`src/rtl/ksa_pkg.sv`:
```
// Shared types and helpers for the Kogge-Stone adder.
// Provides the (g,p) pair, prefix-level count and prefix operator.
package ksa_pkg;

    typedef struct packed {
        logic g;
        logic p;
    } gp_t;

    // ceil(log2(n+1)): the tree spans n bit positions plus the carry-in slot
    function automatic int ksa_levels(input int n);
        int l;
        l = 0;
        while ((1 << l) < n + 1) begin
            l++;
        end
        return l;
    endfunction

    // (G,P) o (G',P') = (G | P&G', P&P')
    function automatic gp_t gp_combine(input gp_t hi, input gp_t lo);
        gp_t r;
        r.g = hi.g | (hi.p & lo.g);
        r.p = hi.p & lo.p;
        return r;
    endfunction

endpackage

```
`src/rtl/ksa_pg_cell.sv`:
```
// One black cell of the prefix tree: gp_o = hi_i o lo_i.
// Ports: hi_i (higher position), lo_i (lower position), gp_o (result).
module ksa_pg_cell
    import ksa_pkg::*;
(
    input  gp_t hi_i,
    input  gp_t lo_i,
    output gp_t gp_o
);

    assign gp_o = gp_combine(hi_i, lo_i);

endmodule

```
`src/rtl/ksa.sv`:
```
// N-bit Kogge-Stone adder, {cout,s} = a + b + cin, plus registered copies.
// Ports: clk, reset_n (async low), a, b, cin -> s, cout, s_q, cout_q;
// ovf / ovf_q (signed overflow) exist only when KSA_OVF_EN is defined.
module ksa
    import ksa_pkg::*;
#(
    parameter int N = 4
) (
    input  logic         clk,
    input  logic         reset_n,
    input  logic [N-1:0] a,
    input  logic [N-1:0] b,
    input  logic         cin,
    output logic [N-1:0] s,
    output logic         cout,
    output logic [N-1:0] s_q,
`ifdef KSA_OVF_EN
    output logic         cout_q,
    output logic         ovf,
    output logic         ovf_q
`else
    output logic         cout_q
`endif
);

    localparam int L = ksa_levels(N);

    // Index j holds bit position j-1; index 0 is the carry-in slot.
    gp_t          pre [N+1];
    logic [N-1:0] p_bit;
    logic [N:0]   c;
    logic [N-1:0] s_d;
    logic         cout_d;

    always_comb begin
        pre[0].g = cin;
        pre[0].p = 1'b0;
        p_bit    = '0;
        for (int i = 0; i < N; i++) begin
            pre[i+1].g = a[i] & b[i];
            pre[i+1].p = a[i] ^ b[i];
            p_bit[i]   = a[i] ^ b[i];
        end
    end

    for (genvar k = 0; k < L; k++) begin : g_lvl
        gp_t src [N+1];
        gp_t row [N+1];
        if (k == 0) begin : g_first
            assign src = pre;
        end else begin : g_next
            assign src = g_lvl[k-1].row;
        end
        for (genvar j = 0; j <= N; j++) begin : g_pos
            if (j >= (1 << k)) begin : g_cell
                ksa_pg_cell u_cell (
                    .hi_i (src[j]),
                    .lo_i (src[j-(1<<k)]),
                    .gp_o (row[j])
                );
            end else begin : g_pass
                assign row[j] = src[j];
            end
        end
    end

    // After the last level, group G at index j is the carry into bit j.
    always_comb begin
        c = '0;
        for (int j = 0; j <= N; j++) begin
            c[j] = g_lvl[L-1].row[j].g;
        end
    end

    always_comb begin
        s      = p_bit ^ c[N-1:0];
        cout   = c[N];
        s_d    = s;
        cout_d = cout;
    end

    always_ff @(posedge clk or negedge reset_n) begin
        if (!reset_n) begin
            s_q    <= '0;
            cout_q <= 1'b0;
        end else begin
            s_q    <= s_d;
            cout_q <= cout_d;
        end
    end

`ifdef KSA_OVF_EN
    logic ovf_d;

    always_comb begin
        ovf   = c[N] ^ c[N-1];
        ovf_d = ovf;
    end

    always_ff @(posedge clk or negedge reset_n) begin
        if (!reset_n) begin
            ovf_q <= 1'b0;
        end else begin
            ovf_q <= ovf_d;
        end
    end
`endif

endmodule

```
`config.mk`:
```
export PLATFORM = sky130hd
export DESIGN_NAME = ksa
export DESIGN_NICKNAME = d
export VERILOG_FILES = /design/src/rtl/ksa_pkg.sv /design/src/rtl/ksa_pg_cell.sv /design/src/rtl/ksa.sv
export SDC_FILE = /design/constraint.sdc
export NUM_CORES = 1
export LEC_CHECK = 0
export ABC_AREA = 1
export CAP_MARGIN = 20
export CORE_AREA = 2 2 39 41
export CTS_CLUSTER_DIAMETER = 60
export DETAILED_ROUTE_END_ITERATION = 8
export DIE_AREA = 0 0 41 43
export DONT_BUFFER_PORTS = 1
export PLACE_DENSITY_LB_ADDON = 0.05
export RECOVER_POWER = 100
export SLEW_MARGIN = 20
export SYNTH_ARGS = -nofsm -noshare
export SYNTH_HDL_FRONTEND = slang
export SYNTH_SLANG_ARGS = --single-unit
```
`constraint.sdc`:
```
create_clock -name clk -period 1.2 [get_ports clk]
set_clock_uncertainty 0.15 [all_clocks]
set_input_delay 0.12 -clock clk [delete_from_list [all_inputs] [get_ports clk]]
set_output_delay 0.12 -clock clk [all_outputs]
set_load 0.05 [all_outputs]
```
==> metrics.txt, run 1 <==
library cell appearing most often on the critical path=sky130_fd_sc_hd__nand3_2; master cell of the clock root buffer=sky130_fd_sc_hd__clkbuf_4; dominant cell by count in the synthesized netlist=sky130_fd_sc_hd__nand2_1; Worst EP arrival=930 ps; kind of start point of the critical path=primary input; maximum level of the CTS H-tree=1; Cells after Synth=39; min Tclk post-route=1201 ps; EDFF count, synth=0; Max Buffers Root-to-Sink=2; worst-path cell chain=fa_2 > nand3_2 > nand3_2 > nand2_4; IO Count=21; worst hold-check path type=in2async; routability congestion estimate=0.7825; number of max-cap violations=0; routed len/inst=12.56 um; Chip Width=41 um; largest net degree at the start of global routing=7; CTS Buf Count=3; cell type with the highest aggregate area in the netlist=sky130_fd_sc_hd__dfrtp_1; Yosys warning total=0; antenna violation net count after detailed routing=0; number of diodes added for antenna fixing=0; Initial Utilization=23.24%; maximum achievable frequency=0.8327 GHz; post-layout total power=785.2 uW; power density over the cells=1593 mW/mm^2; share of the clock period used by the worst path=100.1%; footprint of the flip-flops and latches=125.1 sq um; Filler cells=145; mean cell area of the mapped netlist=8.245 sq um; violations in the final reports=negative setup slack; worst endpoint required time=930 ps; most frequent cells after synthesis=sky130_fd_sc_hd__nand2_1 (10), sky130_fd_sc_hd__nand3_1 (7), sky130_fd_sc_hd__inv_1 (6), sky130_fd_sc_hd__dfrtp_1 (5), sky130_fd_sc_hd__ha_1 (4); total number of vias=286; number of cells after detailed placement=57; final setup fails=1; Initial DRC Count=6; TritonCTS clock tree=built; number of standard cells in the final layout excluding fillers=62; remaining design rule violation count=0; Synth Register Bits=5; category of the critical setup timing path=in2out; number of clock sinks=5; Total Routing Usage GR=10.61%; setup bufs post-CTS=0; number of buffer cells added on primary ports=0; capturing element type of the critical path=output port; count of distinct cell types in the synthesized netlist=9; Area Overhead vs Synth=53.31%; top cells by area, synth=sky130_fd_sc_hd__dfrtp_1 (39%), sky130_fd_sc_hd__ha_1 (16%), sky130_fd_sc_hd__nand2_1 (12%), sky130_fd_sc_hd__nand3_1 (11%), sky130_fd_sc_hd__inv_1 (7.0%); hold violation count in the final report=0; leakage power total=0.0002280 uW; Main synth FF type=sky130_fd_sc_hd__dfrtp_1; delay of the slowest cell on the worst path=430 ps; first-pass GRT wire length=1214 um; Max transition margin=70.33%; number of global-route vias before repair=316; setup repair after global routing missed its margin=true; share of final-layout standard cells stronger than drive strength 1=34.78%; min setup slack post-route=-0.9744 ps; crit path max-delay cell type=sky130_fd_sc_hd__fa_2; worst-path maximum fanout=3; via density per instance=4.613; final max-slew violation count=0; nets in the synthesized netlist=55; Cell Area, Synth=321.6 sq um; Final Net Count=63; result of the run=complete, but fails checks; number of antenna violations at the first check in global routing=0; Total Wirelength=779 um; area share of the largest cell type after synthesis=38.91%; global route overflow=0; async set-reset flop share out of synthesis=100.0%; sequential area share after synthesis=38.91%; placement row count=14; register clock-pin slew on the reported worst setup and hold paths=40 ps; total die area=0.001763 sq mm; standard cell core area=0.001384 sq mm; footprint of the multi-input gates=261.5 sq um; Die Y-Extent=43 um; worst slew pin tran=445.4 ps; IR drop worst, VDD=0.0002998 V; HPWL Detailed=609.9 um; number of optimization iterations in the first detailed-route pass=4
-- metal layers --
metal | wire (um) | up-vias | share of wire (%) | track usage [%]
li1 | - | 138 | - | -
met1 | 280 | 134 | 36 | 10.83
met2 | 421 | 12 | 54 | 16.25
met3 | 62 | 2 | 8.0 | 1.047
met4 | 14 | 0 | 1.8 | 12.00
met5 | 0 | - | 0 | 0
-- report_power, final --
group | internal, uW | switching, uW | total [uW]
clock | 125 | 63.7 | 189
sequential | 194 | 106 | 300
combinational | 105 | 191 | 296
-- critical path: cells and delay by family --
kind	cells	cell delay, ps
adders and majority gates	1	430
and+or+nand+nor	3	370
-- cells in the final DEF (no fill, tap or decap) --
cell type                       instances
sky130_fd_sc_hd__buf_4                  1
sky130_fd_sc_hd__ha_4                   2
sky130_fd_sc_hd__dlygate4sd3_1          1
sky130_fd_sc_hd__nand2_4                3
sky130_fd_sc_hd__nor2_1                 2
sky130_fd_sc_hd__xor2_4                 1
sky130_fd_sc_hd__a21oi_1                2
sky130_fd_sc_hd__ha_1                   2
sky130_fd_sc_hd__fa_2                   1
sky130_fd_sc_hd__inv_1                  6
sky130_fd_sc_hd__nand3_1                4
sky130_fd_sc_hd__a21oi_2                1
sky130_fd_sc_hd__nand2_1                7
sky130_fd_sc_hd__buf_12                 1
sky130_fd_sc_hd__clkbuf_1               1
sky130_fd_sc_hd__clkbuf_4               3
sky130_fd_sc_hd__dfrtp_1                5
sky130_fd_sc_hd__nand3_2                3
-- registers in the layout (all words and copies together), names as in the netlist --
signal and cells:
s_q 4, cout_q 1
-- logic make-up after synthesis --
logic type      after synthesis  synth area share (%)
flops                         5                 38.91
xor+xnor                      1                 2.724
compound gates                3                 4.668
fa+ha+maj                     5                 21.79
buf+inv                       6                 7.003
simple gates                 19                 24.90
-- stage by stage --
stage | hold WS (ps) | setup TNS [ps] | area [sq um] | worst slack (ps) | utilization [%]
floorplan | -325.6 | -10.47 | 372.9 | -10.47 | -
global placement | -325.5 | -248.9 | 420.4 | -56.67 | 30.38
detailed placement | -325.5 | -277.8 | 420.4 | -63.02 | 30.38
CTS | 12.76 | -4.764 | 476.7 | -4.764 | 34.45
global route | 25.78 | -31.33 | 493.0 | -31.33 | 35.62
finish | 16.19 | -0.9744 | 493.0 | -0.9744 | 35.62
-- timing repair --
item | CTS | global route
setup endpoints to repair | 3 | 2
hold buffers | 1 | 0
resized for setup | 3 | 3
hold endpoints to repair | 5 | 0
pin swaps | 3 | 4
-- worst max-delay path by stage --
stage	from	endpoint	slack, ps	depth (start not counted)
final	cin	s[3]	-1	4
after global routing	cin	s[3]	-30	4
after CTS	a[0]	s[3]	-5	4
after detailed placement	b[1]	cout	-60	5
after global placement	b[1]	s[2]	-60	5
after floorplan	cin	s_q[1]	-10	2
-- cell type report --
class,instances,share of cell area (%)
Inverter,6,4.569
Clock buffer,4,5.330
Sequential cell,5,25.38
Multi-Input combinational cell,28,53.05
Tap cell,16,4.061
Timing Repair Buffer,3,7.614
Power figures use the tool's default switching activity.
==> inputs of run 2 (changes only) <==
Clock period 1.2 ns to 1 ns, I/O delays scaled along.
==> run 2 against run 1 <==
Net effect: the run ends with negative hold slack, negative setup slack left; non-clock buffer count increased by 5; hold slack got worse by 32 ps; global-route usage increased by 0.90 points; critical path type unchanged; cell count increased by 8.1%; highest routed layer is now met3; first-iteration DRC count decreased by 33%.
==> metrics.txt, run 2 (synthesis gave the netlist of run 1 again) <==
total die area=0.001763 sq mm; worst slew pin tran=294.5 ps; number of diodes added for antenna fixing=0; HPWL Detailed=706.6 um; hold-fix buffers at CTS=1; Total Wirelength=780 um; register clock-pin slew on the reported worst setup and hold paths=40 ps; number of optimization iterations in the first detailed-route pass=4; register with the most flip-flops=s_q; Chip Width=41 um; master cell of the clock root buffer=sky130_fd_sc_hd__clkbuf_4; capturing element type of the critical path=output port; number of antenna violations at the first check in global routing=0; total number of vias=300; routability congestion estimate=0.7061; number of buffer cells added on primary ports=0; Filler cells=129; number of max-cap violations=0; violations in the final reports=negative hold slack, negative setup slack; share of final-layout standard cells stronger than drive strength 1=58.82%; Area Overhead vs Synth=101.2%; Worst EP arrival=880 ps; largest net degree at the start of global routing=7; final max-slew violation count=0; CTS Buf Count=3; Largest regs=s_q (4), cout_q (1); power density over the cells=1734 mW/mm^2; Initial DRC Count=4; Final Net Count=68; result of the run=complete, but fails checks; worst endpoint required time=750 ps; number of standard cells in the final layout excluding fillers=67; min Tclk post-route=1134 ps; number of global-route vias before repair=352; Total Routing Usage GR=11.52%; IR drop worst, VDD=0.0005784 V; number of cells after detailed placement=62; hold violation count in the final report=1; commonest cells after routing, fill and taps aside=sky130_fd_sc_hd__nand3_2 (7), sky130_fd_sc_hd__buf_12 (7), sky130_fd_sc_hd__nand2_1 (6); leakage power total=0.0002807 uW; TritonCTS clock tree=built; antenna violation net count after detailed routing=0; number of instances on the worst hold path=1; routed len/inst=11.64 um; setup repair after global routing missed its margin=true; DP Worst Slack=-191.1 ps; footprint of the flip-flops and latches=125.1 sq um; summed area of non-filler cells in the final layout=646.9 sq um; placement row count=14; maximum level of the CTS H-tree=1; first-pass GRT wire length=1380 um; Max transition margin=80.29%; Die Y-Extent=43 um; worst hold-check path type=in2reg; footprint of the multi-input gates=302.8 sq um; worst-path maximum fanout=3; final setup fails=10; kind of start point of the critical path=primary input; via density per instance=4.478; maximum achievable frequency=0.8821 GHz; number of clock sinks=5; Max Buffers Root-to-Sink=2; remaining design rule violation count=0; min setup slack post-route=-133.7 ps; tightest hold margin=-15.37 ps; flip-flop count of the largest register after layout=4; Initial Utilization=23.24%; standard cell core area=0.001384 sq mm; share of the clock period used by the worst path=113.4%; global route overflow=0; placed instance area=615.6 sq um; IO Count=21; category of the critical setup timing path=in2out
run 2: cell types whose count changed in the layout (fill, tap and decap cells not counted):
cell and delta:
sky130_fd_sc_hd__a21oi_1 -1, sky130_fd_sc_hd__a21oi_2 +1, sky130_fd_sc_hd__buf_12 +6, sky130_fd_sc_hd__buf_4 -1
sky130_fd_sc_hd__ha_1 -2, sky130_fd_sc_hd__ha_4 +2, sky130_fd_sc_hd__inv_1 -1, sky130_fd_sc_hd__inv_2 +1
sky130_fd_sc_hd__nand2_1 -1, sky130_fd_sc_hd__nand2_2 +3, sky130_fd_sc_hd__nand2_4 -2, sky130_fd_sc_hd__nand3_1 -4
sky130_fd_sc_hd__nand3_2 +4
run 2: cell type report:
| class | instances | share of cell area (%) |
|---|---|---|
| Multi-Input combinational cell | 28 | 46.81 |
| Timing Repair Buffer | 8 | 23.21 |
| Sequential cell | 5 | 19.34 |
| Clock buffer | 4 | 4.062 |
| Inverter | 6 | 3.482 |
| Tap cell | 16 | 3.095 |
run 2: final timing paths:
check                        start      to
min in group asynchronous  reset_n  cout_q
max                            cin    s[3]
min                           a[0]  s_q[0]
max in group asynchronous  reset_n  s_q[1]
run 2: routing by layer:
| layer | global-route usage, % | up-vias | wire length [um] |
|---|---|---|---|
| met5 | 0 | - | 0 |
| met4 | 8.000 | 0 | 0 |
| met3 | 2.094 | 0 | 66 |
| met2 | 17.81 | 14 | 439 |
| met1 | 13.44 | 139 | 274 |
| li1 | - | 147 | - |
run 2: worst max-delay path, cell delays in order:
cell	delay (ps)
sky130_fd_sc_hd__fa_2	430
sky130_fd_sc_hd__nand3_2	90
sky130_fd_sc_hd__nand3_2	90
sky130_fd_sc_hd__nand2_4	170
run 2: through the flow:
stage | utilization [%] | power, uW | TNS (ps) | hold slack (ps)
5_1_grt | 46.75 | 1187 | -990.0 | -30.39
2_1_floorplan | - | 667.3 | -855.2 | -345.6
3_3_place_gp | 44.48 | 907.0 | -766.7 | -345.4
4_1_cts | 47.47 | 1147 | -638.7 | -18.34
3_5_place_dp | 44.48 | 909.8 | -808.2 | -345.4
6_report | 46.75 | 1122 | -681.8 | -15.37
run 2: what timing repair did:
| action | CTS | global route |
|---|---|---|
| pin swaps | 6 | 1 |
| gates resized for setup | 1 | 0 |
| hold endpoints to repair | 6 | 1 |
| endpoints found under the setup margin | 10 | 10 |
| buffers inserted | 0 | 0 |
run 2: power breakdown:
part	switching [uW]	internal, uW
sequential	25.6	235
clock	70.8	150
combinational	366	273
total	463	659
